==> config.mk <==
export PLATFORM = sky130hd
export DESIGN_NAME = prog_ctr_lut_flat
export DESIGN_NICKNAME = d
export VERILOG_FILES = /design/src/rtl/prog_ctr_lut_if.sv /design/src/rtl/prog_ctr_lut.sv /design/src/flat_wrapper.sv
export SDC_FILE = /design/constraint.sdc
export NUM_CORES = 1
export LEC_CHECK = 0
export BUFFER_PORTS_ARGS = -buffer_cell sky130_fd_sc_hd__buf_2
export CAP_MARGIN = 20
export CORE_MARGIN = 3
export CORE_UTILIZATION = 53
export CTS_CLUSTER_DIAMETER = 200
export DETAILED_ROUTE_END_ITERATION = 8
export PLACE_DENSITY = 0.85
export SLEW_MARGIN = 10
export SYNTH_ARGS = -nofsm -noshare
export SYNTH_HDL_FRONTEND = slang
export SYNTH_SLANG_ARGS = --single-unit
==> constraint.sdc <==
create_clock -name clk -period 3 [get_ports clk]
set_clock_uncertainty 0.05 [all_clocks]
set_input_delay 0 -clock clk [delete_from_list [all_inputs] [get_ports clk]]
set_output_delay 0 -clock clk [all_outputs]
set_load 0.1 [all_outputs]
==> src/rtl/prog_ctr_lut_if.sv <==
// prog_ctr_lut_if: control, branch request and branch-target-table signals of the program counter
interface prog_ctr_lut_if #(
  parameter int D = 12,
  parameter int A = 5
);
  logic         start;
  logic         halt;
  logic         branch_en;
  logic         cond;
  logic [A-1:0] branch_idx;
  logic [D-1:0] lut_target;
  logic [A-1:0] lut_addr;
  logic [D-1:0] pc;
  logic         stall;
  logic         done;
  logic         err;
  modport master (
    output start, halt, branch_en, cond, branch_idx, lut_target,
    input  lut_addr, pc, stall, done, err
  );
  modport slave (
    input  start, halt, branch_en, cond, branch_idx, lut_target,
    output lut_addr, pc, stall, done, err
  );
endinterface

==> src/rtl/prog_ctr_lut.sv <==
// prog_ctr_lut: program counter FSM with table-indexed conditional branches
module prog_ctr_lut #(
  parameter int D       = 12,
  parameter int A       = 5,
  parameter int MAX_IDX = 16
) (
  input logic            clk,
  input logic            rst_n,
  prog_ctr_lut_if.slave  bus
);
  typedef enum logic [1:0] {IDLE, RUN, BRANCH, DONE} state_t;
  state_t state;
  logic   taken;
  logic   idx_ok;
  assign taken  = bus.branch_en && bus.cond;
  assign idx_ok = int'(bus.branch_idx) <= MAX_IDX;
  always_ff @(posedge clk or negedge rst_n) begin
    if (!rst_n) begin
      state        <= IDLE;
      bus.pc       <= '0;
      bus.lut_addr <= '0;
      bus.stall    <= 1'b0;
      bus.done     <= 1'b0;
      bus.err      <= 1'b0;
    end else begin
      bus.stall <= 1'b0;
      bus.done  <= 1'b0;
      case (state)
        IDLE: begin
          bus.pc <= '0;
          if (bus.start) state <= RUN;
        end
        RUN: begin
          if (bus.halt) begin
            state    <= DONE;
            bus.done <= 1'b1;
          end else if (taken && idx_ok) begin
            bus.lut_addr <= bus.branch_idx;
            state        <= BRANCH;
            bus.stall    <= 1'b1;
          end else begin
            bus.pc <= bus.pc + 1'b1;
            if (taken) bus.err <= 1'b1;
          end
        end
        // lut_target is looked up from the lut_addr registered on the request edge
        BRANCH: begin
          bus.pc <= bus.lut_target;
          state  <= RUN;
        end
        DONE: begin
          if (bus.start) begin
            bus.pc <= '0;
            state  <= RUN;
          end else bus.done <= 1'b1;
        end
        default: state <= IDLE;
      endcase
    end
  end
endmodule
==> src/flat_wrapper.sv <==
// flat-port wrapper written by rule: the top's interface ports become plain ports
module prog_ctr_lut_flat 
#(
  parameter int D       = 12,
  parameter int A       = 5,
  parameter int MAX_IDX = 16
)
  (clk, rst_n, bus_start, bus_halt, bus_branch_en, bus_cond, bus_branch_idx, bus_lut_target, bus_lut_addr, bus_pc, bus_stall, bus_done, bus_err);
  prog_ctr_lut_if #(.D(D), .A(A)) bus_i ();
  input logic clk;
  input logic rst_n;
  input wire logic [$bits(bus_i.start)-1:0] bus_start;
  input wire logic [$bits(bus_i.halt)-1:0] bus_halt;
  input wire logic [$bits(bus_i.branch_en)-1:0] bus_branch_en;
  input wire logic [$bits(bus_i.cond)-1:0] bus_cond;
  input wire logic [$bits(bus_i.branch_idx)-1:0] bus_branch_idx;
  input wire logic [$bits(bus_i.lut_target)-1:0] bus_lut_target;
  output wire logic [$bits(bus_i.lut_addr)-1:0] bus_lut_addr;
  output wire logic [$bits(bus_i.pc)-1:0] bus_pc;
  output wire logic [$bits(bus_i.stall)-1:0] bus_stall;
  output wire logic [$bits(bus_i.done)-1:0] bus_done;
  output wire logic [$bits(bus_i.err)-1:0] bus_err;
  assign bus_i.start = bus_start;
  assign bus_i.halt = bus_halt;
  assign bus_i.branch_en = bus_branch_en;
  assign bus_i.cond = bus_cond;
  assign bus_i.branch_idx = bus_branch_idx;
  assign bus_i.lut_target = bus_lut_target;
  assign bus_lut_addr = bus_i.lut_addr;
  assign bus_pc = bus_i.pc;
  assign bus_stall = bus_i.stall;
  assign bus_done = bus_i.done;
  assign bus_err = bus_i.err;
  prog_ctr_lut #(.D(D), .A(A), .MAX_IDX(MAX_IDX)) u_core (.clk(clk), .rst_n(rst_n), .bus(bus_i));
endmodule
Yosys cells after proc, flatten, opt, wreduce, memory -nomap -nowiden --
Cells that the tools add are included. W data, S select, Z words.
Word-level totals: register bits 22, bits of input ports 23, output and inout port bits 20, logic and storage cells 40
Cells by class: add/subtract/negate cells 1, $lt $le $gt $ge 1, equality and inequality tests 8, multiplexer cells 14, bitwise gates (word level) 2, reduce and logical (&&, ||, !) cells 8
Operators with widths (count):
- $pmux W12 S4 | 1
- $mux W12 | 3
- $add A12 B1 Y12 const B | 1
- $mux W2 | 3
- $ne A2 B2 Y1 const B | 3
- $pmux W2 S3 | 1
- $reduce_and A3 Y1 | 2
- $le A5 B5 Y1 const B | 1
- $mux W1 | 5
- $eq A2 B2 Y1 const B | 2
- $reduce_and A4 Y1 | 1
- $ne A3 B2 Y1 const B | 1
- $eq A2 B1 Y1 const B | 1
- $logic_and A1 B1 Y1 | 2
- $logic_not A2 Y1 | 1
- $ne A2 B1 Y1 const B | 1
- $not A1 Y1 | 2
- $pmux W1 S2 | 1
- $reduce_and A2 Y1 | 1
- $reduce_or A2 Y1 | 1

Depth between registers and ports, before layout --
word-level depth 5, mapped depth 9, depth with buffers taken out 6

Least setup slack after synthesis --
OpenSTA, ideal clock, no wires.
path kind register -> register, start point register u_core.bus.pc[4], end point register u_core.bus.pc[9], arrival 2.163 ns, data required time 2.881 ns, path slack 0.717 ns, stages on the path, launching flop included 5, buffers on the path 0, period minus slack after synthesis 2.283 ns, cells stage by stage dfrtp_1 -> nand4_1 -> or4_1 -> a21oi_1 -> a221o_1
On the way: cells in the longest elaborated chain, start to end 4
Ends and longest elaborated chain:
- from (decl) | line prog_ctr_lut_if.sv:23 | output lut_addr, pc, stall, done, err
- from (signal assigned) | line prog_ctr_lut.sv:42 | bus.pc <= bus.pc + 1'b1;
- from (signal assigned) | line prog_ctr_lut.sv:48 | bus.pc <= bus.lut_target;
- $add A12 B1 Y12 | line prog_ctr_lut.sv:42
- $mux W12 | line prog_ctr_lut.sv:37 | end else if (taken && idx_ok) begin
- $mux W12 | line prog_ctr_lut.sv:34 | if (bus.halt) begin
- $pmux W12 S4 | line prog_ctr_lut.sv:28 | case (state)
Every way passes these cells. The select of a mux whose other input is x is not followed. A chain may end at the register's enable or synchronous reset.

Final worst setup path --
start point register u_core.state[1], end point register u_core.bus.pc[11]
On the way: cells in the longest elaborated chain, start to end 3
Ends and longest elaborated chain:
- from (decl) | line prog_ctr_lut.sv:12 | state_t state;
- from (signal assigned) | line prog_ctr_lut.sv:19 | state <= IDLE;
- from (signal assigned) | line prog_ctr_lut.sv:31 | if (bus.start) state <= RUN;
- from (signal assigned) | line prog_ctr_lut.sv:35 | state <= DONE;
- $eq A2 B1 Y1 / $eq A2 B2 Y1 (equally long branches) | line prog_ctr_lut.sv:28
- $ne A2 B2 Y1 (no source line)
- $reduce_and A3 Y1 (no source line)
Parallel ways exist; a longest one is shown, timed or not.

==> flow_summary.toml <==
[placed_design]
dp_hpwl_mm = 2.308
place_inst = 188
gp_congestion = 0.8708
io_buffers = 42
placed_cell_area_sq_um = 1464

[clock_network]
cts_resized = 0
root_buffer = "clkbuf_4"
cts_num_sinks = 22
cts_buffers = 3
postCtsSetupBuffers = 0
clkSlewWorstSetupHoldPaths_ns = 0.12
cts_tree = "yes"
clk_latency_ns = 0.30
h-tree-depth = 1
cts_buffer_depth = 2

[floorplan]
start_util_pct = 59.07
coreArea_sq_um = 2082
ios = 43
die_area_sq_um = 2934
dieWidth_microns = 54.17
die_h_microns = 54.17
num_rows = 16

[power]
p_leak_nw = 0.8101
ir_drop_mv = 1.141
power_density_nw_per_um2 = 1002

[logic_synthesis]
syn_inst = 122
syn_area_per_cell_sq_um = 10.08
synth.top_cell.area_share_pct = 44.76
synth_area_leader_cell = "dfrtp_1"
synth-main-ff-cell = "dfrtp_1"
ys_types = 37
yosysWarnings = 0
synth_area_leaders = "dfrtp_1 45%, mux2_4 6.1%, ha_1 4.1%, a21oi_1 3.7%, o21ai_0 3.7%"
syn-cell-area_sq_um = 1230
synth_seq_cells = 22
syn-num-nets = 149
synth_seq_area_share_pct = 44.76
synth_edf_count = 0
synth-async-reset-ratio_pct = 100.0

[layout]
final_nets = 212
final_area_sq_um = 1690
final_util_pct = 81.19
drive_above_1_share_pct = 29.35
layout.cells.non_filler = 211
synthToLayoutAreaGrowth_pct = 37.44
num_antenna_cells = 0

[timing]
hold_violations = 0
worstMarginPinSlew_ns = 0.5560
fin_crit_ns = 2.166
setup_tns_ns = 0
fmax_mhz = 461.8
report.final.setup_viol = 0
final_max_slew_viol_count = 0
slew_headroom_pct = 62.89
rsz0062_at_grt = "no"
period_share_pct = 72.19

[critical_path]
crit_chain = "inv_1, ha_1, inv_1, o311ai_2, buf_4, nor2b_1, a221o_1"
cp_max_fo = 21
worstSetupStartpointType = "flip-flop"
crit_path_frequent_cell = "inv_1"
slowest_delay_ns = 0.43
cp.arrival_ns = 2.31
crit_required_ns = 3.15
cp_slowest_cell = "dfrtp_1"
worstSetupPathType = "reg2reg"
worst_setup_path_end_kind = "flip-flop"
crit_buf_inv = 3
critPathTopFamily = "compound AO/OA/AOI/OAI gates"

[hold_path]
hp-class = "in2reg"

[routing]
avgRoutedWirePerCell_microns = 16.09
drc = 0
dr_total_vias = 1267
vias_per_cell = 6.005
drt_wl_total_mm = 3.395
drt_iter0_markers = 36
firstDrtPassIters = 5
detail-route-antenna-nets = 0

[job]
max-cap-violations = 0

[global_route]
grt_pass1_vias = 1218
grt_overflow = 0
grtUsageTotal_pct = 25.69
antenna_found_initial = 0
grt_pass1_wl_mm = 5.444
grt_max_degree = 23

[outcome]
status = "finished clean"
[where the power goes]
group	total, mW	internal, mW	switching (mW)
sequential	0.465	0.381	0.0840
combinational	1.07	0.256	0.810
clock	0.163	0.0739	0.0886
total	1.69	0.711	0.983
[worst reg2reg max path, cell delays in order, from the launching register on]
cell      delay [ns]
dfrtp_1         0.43
inv_1           0.07
ha_1            0.33
inv_1           0.14
o311ai_2        0.29
buf_4           0.27
nor2b_1         0.13
a221o_1         0.35
[area by class of cell]
class | count | area, sq um
Fill cell | 133 | 391.6
Timing Repair Buffer | 62 | 407.9
Tap cell | 27 | 33.78
Inverter | 7 | 26.28
Sequential cell | 22 | 550.5
Clock buffer | 4 | 36.28
Multi-Input combinational cell | 89 | 635.6
[Yosys cell counts (3+ instances only)]
cell type / count
a21oi_1: 9
a221o_1: 4
a22oi_1: 3
dfrtp_1: 22
ha_1: 4
inv_1: 7
mux2_4: 5
nand2_1: 10
nand3_1: 5
nor2_1: 3
nor2b_1: 4
o21ai_0: 9
o31ai_1: 6
[cell usage in the layout, fill, tap and decap left out, types with 2 or more instances in the layout]
cell type / synthesis / routed
nand2_1: 10 / 10
nor2b_1: 4 / 4
mux2_4: 5 / 5
a22oi_1: 3 / 3
nand3_1: 5 / 5
buf_2: 2 / 42
or3_1: 2 / 2
clkbuf_4: 0 / 3
ha_1: 4 / 4
a221o_1: 4 / 4
dlygate4sd3_1: 0 / 19
o21ai_0: 9 / 9
nor2_1: 3 / 3
o31ai_1: 6 / 6
or4_1: 2 / 2
xnor2_1: 2 / 2
nor4_1: 2 / 2
a21oi_1: 9 / 9
inv_1: 7 / 7
nand2b_1: 2 / 2
nand4_1: 2 / 2
dfrtp_1: 22 / 22
[sequential cells by signal (all words and copies together), names as in the netlist]
register / cells
u_core.bus.done: 1
u_core.bus.pc: 12
u_core.bus.lut_addr: 5
u_core.state: 2
u_core.bus.err: 1
u_core.bus.stall: 1
[kinds of logic (layout without fill, tap and decap cells)]
family	Yosys count	count (layout)	share of synthesized area [%]
AOI/OAI and AO/OA	40	40	22.58
xor gates and xnor gates	3	3	2.137
adders and majority gates	4	4	4.069
buffers and inverters	11	73	4.171
DFF	22	22	44.76
muxes	5	5	6.104
and+or+nand+nor	37	37	16.17
[path summary, 6_finish.rpt]
path / from / end / slack (ns) / cells after the start
min in group asynchronous: rst_n / u_core.bus.pc[6] / 0.13 / 2
min: bus_lut_target[0] / u_core.bus.pc[0] / 0.01 / 3
max in group asynchronous: rst_n / u_core.bus.done / 2.43 / 2
max: u_core.state[1] / u_core.bus.pc[11] / 0.83 / 7
max reg2reg: u_core.state[1] / u_core.bus.pc[11] / 0.83 / 7
min reg2reg: u_core.bus.lut_addr[4] / u_core.bus.lut_addr[4] / 0.48 / 1
[layer usage]
| layer | vias up | global-route usage (%) | share of wire, % |
|---|---|---|---|
| met5 | - | 0 | 0 |
| met1 | 597 | 31.38 | 37 |
| met3 | 8 | 3.878 | 8.4 |
| li1 | 583 | - | - |
| met4 | 0 | 9.129 | 1.7 |
| met2 | 79 | 45.22 | 53 |
[through the flow]
stage,hold slack (ns),power [mW],worst slack (ns)
3_3_place_gp,-0.06401,1.471,1.019
4_1_cts,0.01402,1.689,0.8700
3_5_place_dp,-0.05856,1.503,0.8682
2_1_floorplan,-0.3456,1.308,0.7174
6_report,0.01106,1.694,0.8344
5_1_grt,0.01758,1.778,0.6829
[timing repair]
item	4_1_cts	5_1_grt
endpoints found under the hold margin	39	0
hold buffers	19	0
setup endpoints to repair	0	0
No activity file was read; power rests on OpenSTA's default activity.
